### src/rtl/piso_serializer.sv
// Parallel-in/serial-out converter: pulls words from a show-ahead-less FIFO
// and shifts them out one bit per valid/ready handshake.
module piso_serializer #(
   parameter int unsigned WIDTH     = 8,
   parameter bit          MSB_FIRST = 1'b1
) (
   input  logic             clk_i,
   input  logic             rst_i,
   input  logic             empty_i,
   input  logic [WIDTH-1:0] rdata_i,
   output logic             rd_en_o,
   output logic             sdata_o,
   output logic             svalid_o,
   input  logic             sready_i,
   output logic             sfirst_o,
   output logic             slast_o,
   output logic             busy_o,
   output logic [15:0]      word_cnt_o
);

   localparam int unsigned CNT_W = (WIDTH > 1) ? $clog2(WIDTH) : 1;
   localparam logic [CNT_W-1:0] LAST_CNT = CNT_W'(WIDTH - 1);

   typedef enum logic [1:0] {
      IDLE  = 2'd0,
      FETCH = 2'd1,
      LOAD  = 2'd2,
      SHIFT = 2'd3
   } state_t;

   state_t             state_q, state_d;
   logic [WIDTH-1:0]   shift_q, shift_d;
   logic [CNT_W-1:0]   cnt_q, cnt_d;
   logic [15:0]        word_cnt_q, word_cnt_d;
   logic               rd_en_q, rd_en_d;
   logic               sdata_q, sdata_d;
   logic               svalid_q, svalid_d;
   logic               sfirst_q, sfirst_d;
   logic               slast_q, slast_d;
   logic               busy_q, busy_d;

   // Next-state logic; outputs are derived from next-state values so every port is a flop.
   always_comb begin
      state_d    = state_q;
      shift_d    = shift_q;
      cnt_d      = cnt_q;
      word_cnt_d = word_cnt_q;

      case (state_q)
         IDLE: begin
            if (!empty_i) state_d = FETCH;
         end
         FETCH: begin
            state_d = LOAD;
         end
         LOAD: begin
            shift_d = rdata_i;
            cnt_d   = '0;
            state_d = SHIFT;
         end
         SHIFT: begin
            if (sready_i) begin
               shift_d = MSB_FIRST ? (shift_q << 1) : (shift_q >> 1);
               if (cnt_q == LAST_CNT) begin
                  cnt_d      = '0;
                  word_cnt_d = word_cnt_q + 16'd1;
                  state_d    = empty_i ? IDLE : FETCH;
               end else begin
                  cnt_d = cnt_q + CNT_W'(1);
               end
            end
         end
         default: begin
            state_d = IDLE;
         end
      endcase

      rd_en_d  = (state_d == FETCH);
      svalid_d = (state_d == SHIFT);
      sdata_d  = svalid_d & (MSB_FIRST ? shift_d[WIDTH-1] : shift_d[0]);
      sfirst_d = svalid_d && (cnt_d == '0);
      slast_d  = svalid_d && (cnt_d == LAST_CNT);
      busy_d   = (state_d != IDLE);
   end

   always_ff @(posedge clk_i) begin
      if (rst_i) begin
         state_q    <= IDLE;
         shift_q    <= '0;
         cnt_q      <= '0;
         word_cnt_q <= '0;
         rd_en_q    <= 1'b0;
         sdata_q    <= 1'b0;
         svalid_q   <= 1'b0;
         sfirst_q   <= 1'b0;
         slast_q    <= 1'b0;
         busy_q     <= 1'b0;
      end else begin
         state_q    <= state_d;
         shift_q    <= shift_d;
         cnt_q      <= cnt_d;
         word_cnt_q <= word_cnt_d;
         rd_en_q    <= rd_en_d;
         sdata_q    <= sdata_d;
         svalid_q   <= svalid_d;
         sfirst_q   <= sfirst_d;
         slast_q    <= slast_d;
         busy_q     <= busy_d;
      end
   end

   assign rd_en_o    = rd_en_q;
   assign sdata_o    = sdata_q;
   assign svalid_o   = svalid_q;
   assign sfirst_o   = sfirst_q;
   assign slast_o    = slast_q;
   assign busy_o     = busy_q;
   assign word_cnt_o = word_cnt_q;

endmodule

### config.mk
export PLATFORM = sky130hd
export DESIGN_NAME = piso_serializer
export DESIGN_NICKNAME = d
export VERILOG_FILES = /design/src/rtl/piso_serializer.sv
export SDC_FILE = /design/constraint.sdc
export NUM_CORES = 1
export LEC_CHECK = 0
export BUFFER_PORTS_ARGS = -buffer_cell sky130_fd_sc_hd__buf_2
export CAP_MARGIN = 10
export CORE_ASPECT_RATIO = 2
export CORE_MARGIN = 5
export CORE_UTILIZATION = 25
export CTS_BUF_LIST = sky130_fd_sc_hd__clkbuf_2
export DETAILED_ROUTE_END_ITERATION = 7
export SYNTH_ARGS = -nofsm -noshare
export SYNTH_HDL_FRONTEND = slang
export SYNTH_SLANG_ARGS = --single-unit
### constraint.sdc
create_clock -name clk_i -period 4.5 [get_ports clk_i]
set_clock_uncertainty 0.05 [all_clocks]
set_input_delay 0.225 -clock clk_i [delete_from_list [all_inputs] [get_ports clk_i]]
set_output_delay 0.225 -clock clk_i [all_outputs]
set_load 0.02 [all_outputs]
==> impl_summary.log <==
[metrics] outcome: finished, final reports clean
[metrics] starting utilization of the core area: 0.2546
[metrics] top cell family by delay on the critical path: simple AND/OR/NAND/NOR gates
[metrics] Final Max Slew Viols: 0
[metrics] fraction of synthesized area in multiplexers: 0
[metrics] delay of the slowest cell on the worst path: 0.50 ns
[metrics] cell type with the largest total area after synthesis: dfxtp_1
[metrics] relative contribution of combinational cells to total power: 0.084
[metrics] antenna viol nets, final: 0
[metrics] Total Nets Final: between 200 and 250
[metrics] peak fanout along the critical path: 7
[metrics] Max Clock Freq: 0.4808 GHz
[metrics] gp weighted congestion: 0.7583
[metrics] Total Negative Setup Slacks: 0 ns
[metrics] CTS sink count: 35
[metrics] die width: about 65 um
[metrics] Seq/Total Area, Yosys: 0.4620
[metrics] startpoint type of the worst setup path: flip-flop
[metrics] setup repair bufs after CTS: 0
[metrics] crit-path most repeated cell: ha_1
[metrics] largest cells by area after synthesis: dfxtp_1 (46%), a21oi_1 (4.6%), nand2_1 (3.7%), nor2_1 (3.7%), ha_1 (3.3%)
[metrics] DR vias/cell: 5.100
[metrics] Reg power frac: 0.631
[metrics] area of placed instances: roughly 1700 sq um
[metrics] static leakage: 0.0007123 uW
[metrics] # rows: 40
[metrics] Yosys reg bits: 35
[metrics] wire length of the first global-routing pass: 5989 um
[metrics] core area: just under 6000 sq um
[metrics] total wire length: 3677 um
[metrics] Avg Cell Area, Syn: 8.616 sq um
[metrics] utilization of the core after routing: 0.2971
[metrics] Least-Margin Pin Slew: 0.5214 ns
[metrics] Post-Synth Simple-Gate Area: 0.2517
[metrics] initial antenna violation count: 0
[metrics] synthesis warning total: 0
[metrics] worst min-delay path category: in2reg
[metrics] die area: just under 8000 sq um
[metrics] Synth cell types: 35
[metrics] synthesized instance count: 176
[metrics] iteration-0 DRC count of the detailed router: 40
[metrics] # setup viols final: 0
[metrics] area share of fa/ha/maj cells after synthesis: 0.03300
[metrics] instance count after placement with tap cells included: 262
[metrics] first drt pass iteration count: 4
[metrics] nature of the critical path endpoint: flip-flop
[metrics] pwr dens: 294.7 nW/um^2
[metrics] main combinational cell family by area after synthesis: simple AND/OR/NAND/NOR gates
[metrics] total inserted antenna cells: 0
[metrics] count of maximum capacitance violations: 0
[metrics] Worst-Skew Late Latency: ~0.38 ns
[metrics] IO Count: 34
[metrics] clock buffer count from CTS: 5
[metrics] number of enable-type register cells in the synthesized netlist: 0
[metrics] number of endpoints with negative hold slack in the final report: 0
[metrics] xor and xnor fraction of the mapped netlist area: 0.04620
[metrics] clock tree from TritonCTS: done
[metrics] series of cell instances along the critical path: ha_1, ha_1, nand4_2, or2_1, or4_1, a21oi_1
[metrics] largest net degree at the start of global routing: 27
[metrics] proportion of power drawn by the clock network: 0.285
[metrics] most used standard cells in the synthesized netlist: dfxtp_1 (35), nand2_1 (15), nor2_1 (15)
[metrics] Switching Power: 147.9 uW
[metrics] worst relative slew slack: 0.6517
[metrics] DRC violations left: 0
[metrics] HPWL Detailed: 2806 um
[metrics] vias in the first global route: approximately 1,400
[metrics] type of the worst setup path: reg2reg
[metrics] count leader, synth: dfxtp_1
[metrics] area share of the leading cell type in the synthesized netlist: 0.4620
[metrics] Port-buffer cells: 33
[metrics] worst supply voltage drop on vdd: 0.0001272 V
[metrics] primary flip-flop cell chosen by synthesis mapping: dfxtp_1
[metrics] total global-route track usage: 0.09953
[metrics] CP required: between 4 and 5 ns
[metrics] slowest stage cell on the critical path: or4_1
[metrics] CTS H-Tree Depth: 2
[metrics] final non-filler cell total: 271
[metrics] setup repair after global routing missed its margin: no
[metrics] CTS Buffer Depth: 2
[metrics] buffer cell driving the clock tree root: clkbuf_2
[metrics] proportion of register bits with asynchronous set or reset after synthesis: 0
[metrics] routed length per placed instance: 13.57 um
[metrics] grt total ovfl: 0
[metrics] arrival time at the worst endpoint: 2.35 ns
[metrics] post-CTS clock slew at the launch and capture registers of the worst setup and hold paths: 0.19 ns
[metrics] mapped cell area: roughly 1500 sq um
[metrics] WP buf/inv: 0
[metrics] internal power: 373.6 uW
[metrics] number of gates resized after CTS: 0
[metrics] total non-filler cell area in the finished layout: around 1800 sq um
[metrics] post-layout minimum cycle time: 2.080 ns
[metrics] synthesized-area fraction occupied by ao, oa, aoi and oai cells: 0.1543
[metrics] fraction of final layout cells with drive strength greater than 1: 0.2115
[metrics] hold buffer count at CTS: 1
[metrics] Syn-to-layout area delta: 16.67%
[metrics] Vias: around 1,400
[metrics] Post-Synthesis Net Count: between 150 and 200
[metrics] share of the clock period used by the worst path after layout: 0.4622
[metrics] height of the die: 120.1 um
[metrics] proportion of total power due to net switching: 0.2836
flip-flops by register name, summed over array words and instances (netlist names):
name,flops
busy_o,1
cnt_q,3
rd_en_o,1
sdata_o,1
sfirst_o,1
shift_q,8
slast_o,1
state_q,2
svalid_o,1
word_cnt_o,16
through the flow:
step	hold WS [ns]	power, uW	worst slack, ns
after floorplan	0.3110	362.7	2.578
after global placement	0.3956	378.4	2.517
after detailed placement	0.3987	378.8	2.459
after CTS	0.01995	534.2	2.393
after global routing	0.01989	548.0	2.221
final	0.05701	521.4	2.420
kinds of logic (layout without fill, tap and decap cells):
kind of cell               after synthesis  after routing
DFF                                     35             35
adders and majority gates                4              4
buffers and inverters                   19             51
xor gates and xnor gates                 8              8
AOI/OAI and AO/OA                       38             38
and+or+nand+nor                         72             72
placed cells by master, fill, tap and decap left out, types with 4 or more instances in the layout:
master and instances:
or3_1 7, buf_2 33, nand4_1 6, clkbuf_2 5
ha_1 4, o21ai_0 5, a21oi_1 14, nor2_1 15
and2_1 4, a22oi_1 5, nand3_1 8, nand2_1 15
inv_1 9, xor2_1 4, dfxtp_1 35, xnor2_1 4
routing by layer:
metal  GRT usage  up-vias  wire length [um]
met4     0.06883        0               162
met2      0.1822       31              2051
met1     0.09296      656              1326
met3     0.02434       12               136
met5           0        -                 0
li1            -      683                 -
worst min-delay path, delay by kind of cell:
family	cells	cell delay, ns
AOI/OAI and AO/OA	2	0.16
buffers and inverters	1	0.08
worst paths after layout:
kind	depth (start not counted)	slack (ns)	to	start
setup / recovery	6	2.42	word_cnt_o[13]	cnt_q[0]
hold / removal	3	0.06	shift_q[2]	rdata_i[2]
setup reg to reg	6	2.42	word_cnt_o[13]	cnt_q[0]
hold reg to reg	2	0.42	shift_q[1]	shift_q[1]
power by group through the flow:
stage	clock, uW	sequential [uW]	combinational [uW]
6_report	149	329	43.8
5_1_grt	169	331	48.2
4_1_cts	161	329	44.4
3_5_place_dp	0	335	43.6
3_3_place_gp	0	335	43.5
2_1_floorplan	0	335	27.4
layout make-up:
| cell class | instances | area, sq um |
|---|---|---|
| repair buffers | 34 | 175.2 |
| multi-input cells | 122 | 735.7 |
| well taps | 63 | 78.83 |
| clock inverters | 3 | 20.02 |
| fillers | 647 | 4187 |
| clock buffers | 5 | 25.02 |
| inverters | 9 | 33.78 |
| flip-flops and latches | 35 | 700.7 |
No activity file was read; power rests on OpenSTA's default activity.
